<file path="src/rtl/mem_arbiter_if.sv">
// Bus bundle between the core request ports, the arbiter and the shared memory.
// The master side is the environment (core + memory); the arbiter takes the slave side.
interface mem_arbiter_if #(
    parameter int DATA_WIDTH = 32,
    parameter int ADDR_WIDTH = 10
);
    logic                  if_req;
    logic [ADDR_WIDTH-1:0] if_addr;
    logic                  if_gnt;
    logic                  if_rvalid;
    logic [DATA_WIDTH-1:0] if_rdata;

    logic                  d_req;
    logic                  d_we;
    logic [ADDR_WIDTH-1:0] d_addr;
    logic [DATA_WIDTH-1:0] d_wdata;
    logic                  d_gnt;
    logic                  d_rvalid;
    logic [DATA_WIDTH-1:0] d_rdata;

    logic [ADDR_WIDTH-1:0] mem_addr;
    logic                  mem_we;
    logic [DATA_WIDTH-1:0] mem_wdata;
    logic [DATA_WIDTH-1:0] mem_rdata;

    modport master (
        output if_req, if_addr, d_req, d_we, d_addr, d_wdata, mem_rdata,
        input  if_gnt, if_rvalid, if_rdata, d_gnt, d_rvalid, d_rdata,
               mem_addr, mem_we, mem_wdata
    );

    modport slave (
        input  if_req, if_addr, d_req, d_we, d_addr, d_wdata, mem_rdata,
        output if_gnt, if_rvalid, if_rdata, d_gnt, d_rvalid, d_rdata,
               mem_addr, mem_we, mem_wdata
    );
endinterface

</file>
<file path="src/rtl/mem_arbiter.sv">
// Per-cycle arbiter sharing one single-port synchronous memory between instruction fetch
// and load/store; data wins ties unless fetch has lost STARVE_LIMIT cycles in a row.
module mem_arbiter #(
    parameter int DATA_WIDTH   = 32,
    parameter int ADDR_WIDTH   = 10,
    parameter int STARVE_LIMIT = 4
) (
    input  logic         clk,
    input  logic         rst_n,
    mem_arbiter_if.slave bus
);
    localparam int CW = $clog2(STARVE_LIMIT + 1);

    logic [CW-1:0]         starve_cnt;
    logic                  starved;
    logic                  if_gnt_w;
    logic                  d_gnt_w;
    logic [ADDR_WIDTH-1:0] addr_sel;
    logic [DATA_WIDTH-1:0] rdata_w;

    assign starved = (starve_cnt == CW'(STARVE_LIMIT));

    always_comb begin
        if_gnt_w = 1'b0;
        d_gnt_w  = 1'b0;
        if (rst_n) begin
            if (bus.d_req && !(bus.if_req && starved)) begin
                d_gnt_w = 1'b1;
            end else if (bus.if_req) begin
                if_gnt_w = 1'b1;
            end
        end
    end

    // Idle cycles still present the fetch address: a harmless read with no rvalid.
    assign addr_sel      = d_gnt_w ? bus.d_addr : bus.if_addr;
    assign rdata_w       = bus.mem_rdata;

    assign bus.if_gnt    = if_gnt_w;
    assign bus.d_gnt     = d_gnt_w;
    assign bus.mem_addr  = addr_sel;
    assign bus.mem_we    = d_gnt_w & bus.d_we;
    assign bus.mem_wdata = bus.d_wdata;
    assign bus.if_rdata  = rdata_w;
    assign bus.d_rdata   = rdata_w;

    always_ff @(posedge clk or negedge rst_n) begin
        if (!rst_n) begin
            bus.if_rvalid <= 1'b0;
            bus.d_rvalid  <= 1'b0;
            starve_cnt    <= '0;
        end else begin
            bus.if_rvalid <= if_gnt_w;
            bus.d_rvalid  <= d_gnt_w & ~bus.d_we;
            if (!bus.if_req || if_gnt_w) begin
                starve_cnt <= '0;
            end else if (d_gnt_w && !starved) begin
                starve_cnt <= starve_cnt + CW'(1);
            end
        end
    end
endmodule
</file>
<file path="src/flat_wrapper.sv">
// flat-port wrapper written by rule: the top's interface ports become plain ports
module mem_arbiter_flat 
#(
    parameter int DATA_WIDTH   = 32,
    parameter int ADDR_WIDTH   = 10,
    parameter int STARVE_LIMIT = 4
)
  (clk, rst_n, bus_if_req, bus_if_addr, bus_d_req, bus_d_we, bus_d_addr, bus_d_wdata, bus_mem_rdata, bus_if_gnt, bus_if_rvalid, bus_if_rdata, bus_d_gnt, bus_d_rvalid, bus_d_rdata, bus_mem_addr, bus_mem_we, bus_mem_wdata);
  mem_arbiter_if #(.DATA_WIDTH(DATA_WIDTH), .ADDR_WIDTH(ADDR_WIDTH)) bus_i ();
  input  logic clk;
  input  logic rst_n;
  input wire logic [$bits(bus_i.if_req)-1:0] bus_if_req;
  input wire logic [$bits(bus_i.if_addr)-1:0] bus_if_addr;
  input wire logic [$bits(bus_i.d_req)-1:0] bus_d_req;
  input wire logic [$bits(bus_i.d_we)-1:0] bus_d_we;
  input wire logic [$bits(bus_i.d_addr)-1:0] bus_d_addr;
  input wire logic [$bits(bus_i.d_wdata)-1:0] bus_d_wdata;
  input wire logic [$bits(bus_i.mem_rdata)-1:0] bus_mem_rdata;
  output wire logic [$bits(bus_i.if_gnt)-1:0] bus_if_gnt;
  output wire logic [$bits(bus_i.if_rvalid)-1:0] bus_if_rvalid;
  output wire logic [$bits(bus_i.if_rdata)-1:0] bus_if_rdata;
  output wire logic [$bits(bus_i.d_gnt)-1:0] bus_d_gnt;
  output wire logic [$bits(bus_i.d_rvalid)-1:0] bus_d_rvalid;
  output wire logic [$bits(bus_i.d_rdata)-1:0] bus_d_rdata;
  output wire logic [$bits(bus_i.mem_addr)-1:0] bus_mem_addr;
  output wire logic [$bits(bus_i.mem_we)-1:0] bus_mem_we;
  output wire logic [$bits(bus_i.mem_wdata)-1:0] bus_mem_wdata;
  assign bus_i.if_req = bus_if_req;
  assign bus_i.if_addr = bus_if_addr;
  assign bus_i.d_req = bus_d_req;
  assign bus_i.d_we = bus_d_we;
  assign bus_i.d_addr = bus_d_addr;
  assign bus_i.d_wdata = bus_d_wdata;
  assign bus_i.mem_rdata = bus_mem_rdata;
  assign bus_if_gnt = bus_i.if_gnt;
  assign bus_if_rvalid = bus_i.if_rvalid;
  assign bus_if_rdata = bus_i.if_rdata;
  assign bus_d_gnt = bus_i.d_gnt;
  assign bus_d_rvalid = bus_i.d_rvalid;
  assign bus_d_rdata = bus_i.d_rdata;
  assign bus_mem_addr = bus_i.mem_addr;
  assign bus_mem_we = bus_i.mem_we;
  assign bus_mem_wdata = bus_i.mem_wdata;
  mem_arbiter #(.DATA_WIDTH(DATA_WIDTH), .ADDR_WIDTH(ADDR_WIDTH), .STARVE_LIMIT(STARVE_LIMIT)) u_core (.clk(clk), .rst_n(rst_n), .bus(bus_i));
endmodule
</file>
<file path="config.mk">
export PLATFORM = sky130hd
export DESIGN_NAME = mem_arbiter_flat
export DESIGN_NICKNAME = d
export VERILOG_FILES = /design/src/rtl/mem_arbiter_if.sv /design/src/rtl/mem_arbiter.sv /design/src/flat_wrapper.sv
export SDC_FILE = /design/constraint.sdc
export NUM_CORES = 1
export LEC_CHECK = 0
export ABC_CLOCK_PERIOD_IN_PS = 1700
export CORE_ASPECT_RATIO = 0.6
export CORE_MARGIN = 5
export CORE_UTILIZATION = 21
export CTS_CLUSTER_DIAMETER = 150
export DETAILED_ROUTE_END_ITERATION = 12
export PLACE_DENSITY = 0.81
export REMOVE_ABC_BUFFERS = 1
export SYNTH_ARGS = -nofsm -noshare
export SYNTH_HDL_FRONTEND = slang
export SYNTH_SLANG_ARGS = --single-unit
</file>
<file path="constraint.sdc">
create_clock -name clk -period 1.7 [get_ports clk]
set_input_delay 0.34 -clock clk [delete_from_list [all_inputs] [get_ports clk]]
set_output_delay 0.34 -clock clk [all_outputs]
set_load 0.01 [all_outputs]
</file>
Word-level counts from Yosys, hierarchy flattened
Index checks and enable logic that the tools add are counted.
Widths: inputs -> output; s select.
{ "totals": {"register_bits": 5, "latchBits": 0, "ramBits": 0, "rom_bits": 0, "in_bits": 89, "out_inout_bits": 111, "wordCells": 24, "mem_count": 0} }
{ "classes": {"add_sub_neg": 1, "n_mul": 0, "div_mod_pow": 0, "n_lt_le_gt_ge": 0, "n_eq_ne": 1, "shift": 0, "muxes": 8, "bitwise_logic": 3, "n_reduce_logical": 8} }
{ "ops": {"columns": ["operator", "count"], "rows": [
  ["$mux 10", 1],
  ["$mux 3", 2],
  ["$mux 1", 5],
  ["$add 3x1->3 const B", 1],
  ["$eq 3x3->1 const B", 1],
  ["$logic_and 1x1->1", 3],
  ["$logic_not 1->1", 3],
  ["$and 1x1->1", 2],
  ["$reduce_bool 2->1", 1],
  ["$logic_or 1x1->1", 1],
  ["$not 1->1", 1]
]} }

Longest topological paths before layout
Gate-level depths: netlist of the first run.
{ "logic_depth": {"depth_word": 9, "mapped_depth": 6} }

Least setup slack after synthesis of the first run
No wires, ideal clock.
{ "synth_timing": {"path_type": "register to output", "from": "register u_core.starve_cnt[0]", "to": "output port bus_mem_addr[1]", "arrival_ns": 1.275, "slack_ns": 0.085, "stages_incl_launch_ff": 7, "path_buffers": 1, "path_cell_list": "dfrtp_1 -> inv_1 -> ha_1 -> nand3_1 -> nand3_2 -> buf_6 -> mux2_4"} }
{ "synth_between": {"elab_chain_len": 7} }
{ "synth_rtl": {"columns": ["element", "line_no", "rtl"], "rows": [
  ["start: declaration", "mem_arbiter.sv:14", "logic [CW-1:0] starve_cnt;"],
  ["start signal: assignment", "mem_arbiter.sv:58", "starve_cnt <= starve_cnt + CW'(1);"],
  ["$eq 3x3->1", "mem_arbiter.sv:21", "assign starved = (starve_cnt == CW'(STARVE_LIMIT));"],
  ["$logic_and 1x1->1", "mem_arbiter.sv:27", "if (bus.d_req && !(bus.if_req && starved)) begin"],
  ["$logic_not 1->1", "mem_arbiter.sv:27", null],
  ["$logic_and 1x1->1", "mem_arbiter.sv:27", null],
  ["$mux 1", "mem_arbiter.sv:27", null],
  ["$mux 1", "mem_arbiter.sv:26", "if (rst_n) begin"],
  ["$mux 10", "mem_arbiter.sv:36", "assign addr_sel = d_gnt_w ? bus.d_addr : bus.if_addr;"],
  ["end: declaration", "flat_wrapper.sv:25", "output wire logic [$bits(bus_i.mem_addr)-1:0] bus_mem_addr;"]
]} }
Every way passes these cells.

Final worst setup path of the first run
{ "layout_timing": {"from": "register u_core.starve_cnt[0]", "to": "output port bus_mem_addr[9]"} }
Same word-level chain as after synthesis.

==> flow_summary.yaml, run 1 <==
status:
  run_status: "complete, but fails checks"
  violations: "negative setup slack"
floorplanning:
  core.rowCount: 20
  die_x_um: 105
  die_height_um: 67.2
  io_pins: 200
  effective_utilization_at_floorplan_pct: 22.1
  die_area_mm2: 0.00708
  core_region_area_mm2: 0.00518
placed_design:
  preCtsSetupSlack_ns: -0.650
  dp.final_hpwl_um: 8080
  dpl.cell_count: 155
  io_buffers: 39
  weighted_congestion_at_the_end_of_routability_driven_global_placement: 0.932
  detailed_place.area_um2: 973
setup_path:
  crit_chain: "inv_2 -> ha_4 -> nand3_4 -> nand3_4 -> buf_12 -> mux2_4 -> buf_6"
  timing.critical_path.slowest_stage_cell: "sky130_fd_sc_hd__dfrtp_1"
  worst-endpoint-required_ns: 1.36
  cp.arrival_ns: 1.59
  path_common_cell: "sky130_fd_sc_hd__nand3_4"
  timing_worst_setup_path_type: "reg -> out"
  worst_setup_path_end_kind: "output port"
  critical-path-max-stage-delay_ns: 0.38
  setup.worst_path.start_class: "flop"
  critPathMaxFanout: 7
synth:
  post_synth.cell_area_avg_um2: 8.36
  synth_compound_gate_area_share_pct: 2.51
  synth.largest_area_cell: "sky130_fd_sc_hd__buf_4"
  synth_fa_ha_area_share_pct: 2.19
  postSynthRegisterBits: 5
  yosys-mux-area-fraction_pct: 12.1
  synth.top_cell.area_share_pct: 63.0
  synth.distinct_cells: 15
  synth_simple_gate_area_share_pct: 6.67
  syn-cell-area_mm2: 0.00114
  yosys-top-cells-area: "sky130_fd_sc_hd__buf_4, sky130_fd_sc_hd__dfrtp_1, sky130_fd_sc_hd__mux2_4, sky130_fd_sc_hd__mux2_2, sky130_fd_sc_hd__ha_1"
  postSynthCellCount: 137
  synth.yosys.seq_area_share_pct: 10.9
  synth_xor_area_share_pct: 0
  yosys_warnings: 0
  combinational_family_with_the_most_area_after_synthesis: "buffers and inverters"
clock_tree:
  holdBufCountCts: 0
  ctsRootBufferMaster: "sky130_fd_sc_hd__clkbuf_8"
  htreeDepth: 1
  cts_buffers: 3
  cts_tree: "built"
  clkLatencyLatePin_ns: 0.23
  clock_buffer_depth: 2
  cts.clk_slew.worst_paths_ns: 0.04
  cts.sinks: 5
pwr:
  combinational_share_of_power_pct: 38.9
  pwr-share-clk_pct: 39.3
  p_total_w: 0.000575
  max-vdd-ir-drop_v: 0.000216
  netSwitchingFraction_pct: 24.3
  power.share.sequential_pct: 21.8
  power-per-cell-area_mw_per_mm2: 512
  p_int_w: 0.000435
  switchingPower_w: 0.000140
  cellLeakagePower_nw: 0.519
timing:
  final_setup_violations: 11
  timing_hold_violations_final: 0
  setup_total_negative_slack_ns: -2.30
  min_period_ns: 1.93
  finalClockSkew_ns: 0.00521
  timing.fmax_mhz: 518
  grt_setup_unrepaired: "true"
  timing.max_slew.rel_slack_pct: 84.7
  worst_slew_pin_slew_ns: 0.227
  report.final.slew_viol_count: 0
  finalCritPeriodShare_pct: 114
  setup_slack_ns: -0.232
drt:
  drt_first_pass_iters: 6
  post_drt_wl_per_cell_um: 54.2
  via_per_inst: 4.89
  detail_route.iter0.violations: 83
  routed-via-count: 802
  wirelength_um: 8900
  ant_nets: 0
  drc_errors: 0
finish:
  final_cell_mix: "sky130_fd_sc_hd__clkdlybuf4s50_1, sky130_fd_sc_hd__buf_6, sky130_fd_sc_hd__buf_4"
  num-fill-cells: 548
  layout_cells_excl_fill: 164
  register_area_um2: 125
  fin_area_mm2: 0.00112
  antenna_cells_inserted: 0
  area_delta_synth_final_pct: -1.86
  drive_gt1_share_pct: 48.0
  multi_input_area_um2: 317
  fin_nets: 190
  most_frequent_standard_cell_in_the_layout_excluding_fill_and_tap_cells: "sky130_fd_sc_hd__clkdlybuf4s50_1"
global_routing:
  grt_pass1_vias: 802
  antenna_found_initial: 0
  grt_start_max_net_pins: 13
  first_pass_grt_wire_length_um: 10600
  groute.usage.overall_pct: 24.2
  grt-ovfl-total: 0
min_path:
  min-delay-path-class: "in -> async"
run:
  drv.max_cap_violation_count: 0
## logic make-up after synthesis
kind of cell               Yosys count
buffers and inverters              102
and+or+nand+nor                     14
muxes                               10
DFF                                  5
AOI/OAI and AO/OA                    4
adders and majority gates            2
## final cells by class
class | count | area share (%)
well taps | 66 | 7.35
clock buffers | 4 | 4.01
inverters | 5 | 1.67
multi-input cells | 30 | 28.2
repair buffers | 54 | 47.7
flip-flops and latches | 5 | 11.1
## worst max-delay path: cells and delay by family, from the launching register on
| family | cells | cell delay (ns) |
|---|---|---|
| adders and majority gates | 1 | 0.15 |
| buffers and inverters | 3 | 0.35 |
| DFF | 1 | 0.38 |
| muxes | 1 | 0.31 |
| and+or+nand+nor | 2 | 0.18 |
## power groups by stage
stage	logic, W	registers [W]	clock network (W)
6_report	0.000224	0.000125	0.000226
3_5_place_dp	0.000195	0.000126	0
4_1_cts	0.000230	0.000125	0.000224
3_3_place_gp	0.000191	0.000126	0
5_1_grt	0.000237	0.000126	0.000238
2_1_floorplan	0.0000594	0.000127	0
## state kept, by name, indices dropped and copies added (netlist names)
register              cells
u_core.starve_cnt         3
u_core.bus.d_rvalid       1
u_core.bus.if_rvalid      1
## cell usage after synthesis
| cell | n |
|---|---|
| sky130_fd_sc_hd__nand2_1 | 1 |
| sky130_fd_sc_hd__mux2_4 | 7 |
| sky130_fd_sc_hd__nand3_2 | 1 |
| sky130_fd_sc_hd__nor2_1 | 4 |
| sky130_fd_sc_hd__mux2_2 | 3 |
| sky130_fd_sc_hd__ha_1 | 2 |
| sky130_fd_sc_hd__dfrtp_1 | 5 |
| sky130_fd_sc_hd__buf_4 | 96 |
| sky130_fd_sc_hd__nand2b_1 | 3 |
| sky130_fd_sc_hd__buf_6 | 1 |
| sky130_fd_sc_hd__inv_1 | 5 |
| sky130_fd_sc_hd__nand4b_1 | 1 |
| sky130_fd_sc_hd__a31oi_1 | 1 |
| sky130_fd_sc_hd__nand3_1 | 4 |
| sky130_fd_sc_hd__a21boi_0 | 3 |
## layer usage
layer  GRT usage (%)  up-vias  wire [um]
li1                -      255          -
met1            16.0      358       2020
met2            30.4      167       3330
met3            42.0       20       3240
met4            7.86        2        251
met5            9.29        -         47
## final timing paths
kind	startpoint	end	slack, ns	depth (start not counted)
min in group clk	bus_if_req	u_core.starve_cnt[2]$_DFFE_PN0P_	0.68	4
worst max register to register	u_core.starve_cnt[0]$_DFFE_PN0P_	u_core.starve_cnt[1]$_DFFE_PN0P_	0.34	7
max in group asynchronous	rst_n	u_core.starve_cnt[2]$_DFFE_PN0P_	1.35	2
worst max-delay path	u_core.starve_cnt[0]$_DFFE_PN0P_	bus_mem_addr[9]	-0.23	7
worst min register to register	u_core.starve_cnt[0]$_DFFE_PN0P_	u_core.starve_cnt[0]$_DFFE_PN0P_	0.70	3
worst min-delay path	rst_n	u_core.bus.d_rvalid$_DFF_PN0_	0.23	2
## per-stage QoR
| stage | hold slack, ns | utilization (%) |
|---|---|---|
| after floorplan | 0.0444 | - |
| after global placement | 0.547 | 18.8 |
| after detailed placement | 0.563 | 18.8 |
| after CTS | 0.230 | 22.1 |
| after global routing | 0.251 | 21.7 |
| final | 0.227 | 21.7 |
## timing repair
action / CTS / global route
setup endpoints to repair: 13 / 13
buffers inserted: 5 / 0
cloned: 1 / 0
resized for setup: 78 / 3
pin swaps: 4 / 3
hold endpoints to repair: 0 / 0
(Power assumes the default switching activity.)
==> inputs of run 2 (changes only) <==
--- a/config.mk
+++ b/config.mk
@@ -5,7 +5,7 @@
 export SDC_FILE = /design/constraint.sdc
 export NUM_CORES = 1
 export LEC_CHECK = 0
-export ABC_CLOCK_PERIOD_IN_PS = 1700
+export ABC_CLOCK_PERIOD_IN_PS = 2200
 export CORE_ASPECT_RATIO = 0.6
 export CORE_MARGIN = 5
 export CORE_UTILIZATION = 21
@@ -16,3 +16,4 @@
 export SYNTH_ARGS = -nofsm -noshare
 export SYNTH_HDL_FRONTEND = slang
 export SYNTH_SLANG_ARGS = --single-unit
+export TNS_END_PERCENT = 10
==> constraint.sdc (replaced) <==
create_clock -name clk -period 2.2 [get_ports clk]
set_input_delay 0.44 -clock clk [delete_from_list [all_inputs] [get_ports clk]]
set_output_delay 0.44 -clock clk [all_outputs]
set_load 0.01 [all_outputs]
==> run 2 against run 1 <==
Against the previous run: the flow now finishes without violations; register-to-register slack improved by 0.41 ns; core utilization fell by 2.9 points; non-clock buffer count fell by 7; combinational power fell by 39%; highest routed layer unchanged; die area did not move; final cell count fell by 4.3%; clock power fell by 23%; critical path depth fell by 2; sequential share of layout area rose by 1.8 points; count of clock-buffer cells in the layout did not move; wire length fell by 1.4%; first-iteration DRC count rose by 12%.
==> flow_summary.yaml, run 2 (same netlist as run 1, synthesis figures left out) <==
finish:
  antenna_cells_inserted: 0
  reg.largest.list: "u_core.starve_cnt x3, u_core.bus.d_rvalid x1, u_core.bus.if_rvalid x1"
  largest_reg_flops: 3
  top_register: "u_core.starve_cnt"
  drive_gt1_share_pct: 39.6
  most_frequent_standard_cell_in_the_layout_excluding_fill_and_tap_cells: "sky130_fd_sc_hd__clkdlybuf4s50_1"
  fin_nets: 183
  fin_area_um2: 971
  fin_util_pct: 18.7
  area_delta_synth_final_pct: -15.2
  final_cell_mix: "sky130_fd_sc_hd__clkdlybuf4s50_1, sky130_fd_sc_hd__mux2_4, sky130_fd_sc_hd__buf_4"
timing:
  timing.max_slew.rel_slack_pct: 84.6
  timing.fmax_mhz: 463
  report.final.slew_viol_count: 0
  grt_setup_unrepaired: "false"
  setup_slack_ns: 0.0390
  final_setup_violations: 0
  worst_slew_pin_slew_ns: 0.230
  finalClockSkew_ns: 0.000601
  timing_hold_violations_final: 0
  min_period_ns: 2.16
  finalCritPeriodShare_pct: 98.2
clock_tree:
  cts_tree: "built"
  clkLatencyLatePin_ns: 0.22
  cts.clk_slew.worst_paths_ns: 0.04
  ctsRootBufferMaster: "sky130_fd_sc_hd__clkbuf_8"
  htreeDepth: 1
  cts.sinks: 5
  cts_post_setup_buffers_inserted: 0
  cts_buffers: 3
  clock_buffer_depth: 2
floorplanning:
  effective_utilization_at_floorplan_pct: 22.1
  core_region_area_mm2: 0.00518
  die_height_um: 67.2
  die_area_mm2: 0.00708
  die_x_um: 105
  io_pins: 200
  core.rowCount: 20
setup_path:
  worst-endpoint-required_ns: 1.76
  timing.critical_path.slowest_stage_cell: "sky130_fd_sc_hd__clkdlybuf4s50_1"
  crit_chain: "clkdlybuf4s50_1 -> nand3_2 -> buf_12 -> mux2_4 -> clkdlybuf4s15_2"
  cp.arrival_ns: 1.72
  rr_startpoint: "u_core.starve_cnt[1]$_DFFE_PN0P_"
  destination_of_the_worst_register_to_register_timing_path: "u_core.starve_cnt[1]$_DFFE_PN0P_"
  worstRegToRegCells: 7
  setup.worst_path.start_class: "primary input"
  timing_worst_setup_path_type: "in -> out"
  critPathMaxFanout: 13
  critical-path-max-stage-delay_ns: 0.49
  setup.reg_to_reg.worst_slack_ns: 0.75
  worst_setup_path_end_kind: "output port"
drt:
  drt_first_pass_iters: 4
  wirelength_um: 8770
  routed-via-count: 757
  via_per_inst: 4.82
  ant_nets: 0
  post_drt_wl_per_cell_um: 55.9
  detail_route.iter0.violations: 93
  drc_errors: 0
pwr:
  max-vdd-ir-drop_v: 0.000174
  cellLeakagePower_nw: 0.446
  netSwitchingFraction_pct: 24.6
  switchingPower_w: 0.000101
  pwr-share-clk_pct: 42.9
  power-per-cell-area_mw_per_mm2: 421
  power.share.sequential_pct: 23.7
  p_total_w: 0.000408
  p_int_w: 0.000308
  combinational_share_of_power_pct: 33.4
global_routing:
  grt-ovfl-total: 0
  antenna_found_initial: 0
  grt_start_max_net_pins: 14
  groute.usage.overall_pct: 23.5
  first_pass_grt_wire_length_um: 10200
  grt_pass1_vias: 706
placed_design:
  weighted_congestion_at_the_end_of_routability_driven_global_placement: 0.952
  io_buffers: 39
  dp.final_hpwl_um: 8010
  preCtsSetupSlack_ns: -0.352
  detailed_place.area_um2: 958
run:
  drv.max_cap_violation_count: 0
min_path:
  min-delay-path-class: "in -> async"
status:
  run_status: "finished clean"
-- run 2: cell types whose count changed in the layout (fill, tap and decap cells not counted), moves of 3 or more --
cell                       delta
sky130_fd_sc_hd__mux2_2       +3
sky130_fd_sc_hd__buf_4        -4
sky130_fd_sc_hd__buf_6       -13
sky130_fd_sc_hd__mux2_4       -3
sky130_fd_sc_hd__clkbuf_2     +5
-- run 2: worst max-delay path by stage --
stage / startpoint / end / cells past startpoint
final: rst_n / bus_mem_addr[4] / 5
after detailed placement: bus_if_req / bus_mem_addr[9] / 6
after floorplan: u_core.starve_cnt[0]$_DFFE_PN0P_ / bus_mem_addr[1] / 5
after global placement: bus_if_req / bus_mem_addr[8] / 6
after global routing: u_core.starve_cnt[1]$_DFFE_PN0P_ / bus_mem_addr[4] / 7
after CTS: u_core.starve_cnt[0]$_DFFE_PN0P_ / bus_mem_addr[9] / 7
-- run 2: what timing repair did --
| item | 4_1_cts | 5_1_grt |
|---|---|---|
| endpoints found under the setup margin | 13 | 8 |
| endpoints found under the hold margin | 0 | 0 |
| resized for setup | 35 | 9 |
| pin swaps | 0 | 1 |
| hold buffers | 0 | 0 |
-- run 2: critical path, delay by kind of cell --
kind	cells	cell delay [ns]
AND/OR/NAND/NOR	1	0.10
buffers and inverters	3	0.88
multiplexers	1	0.29
-- run 2: metal layers --
layer  GRT usage (%)  wire, um
met1            14.3      1880
met2            30.3      3360
met3            43.2      3310
met4            6.22       160
met5            7.14        54
-- run 2: power groups by stage --
stage / logic, W / clock network [W] / registers [W]
2_1_floorplan: 0.0000459 / 0 / 0.0000985
3_3_place_gp: 0.000146 / 0 / 0.0000975
3_5_place_dp: 0.000150 / 0 / 0.0000975
4_1_cts: 0.000138 / 0.000175 / 0.0000963
5_1_grt: 0.000145 / 0.000183 / 0.0000968
6_report: 0.000136 / 0.000175 / 0.0000966
-- run 2: layout make-up --
class,count,area [um^2]
fillers,568,4210
repair buffers,47,413
multi-input cells,30,287
flip-flops and latches,5,125
well taps,66,82.6
clock buffers,4,45.0
inverters,5,18.8
-- run 2: through the flow --
| stage | setup TNS (ns) | std cells | hold slack (ns) |
|---|---|---|---|
| CTS | 0 | 157 | 0.564 |
| floorplan | 0 | 40 | 0.144 |
| detailed placement | -3.54 | 153 | 0.566 |
| global placement | -3.44 | 153 | 0.547 |
| global route | 0 | 157 | 0.569 |
| finish | 0 | 157 | 0.565 |
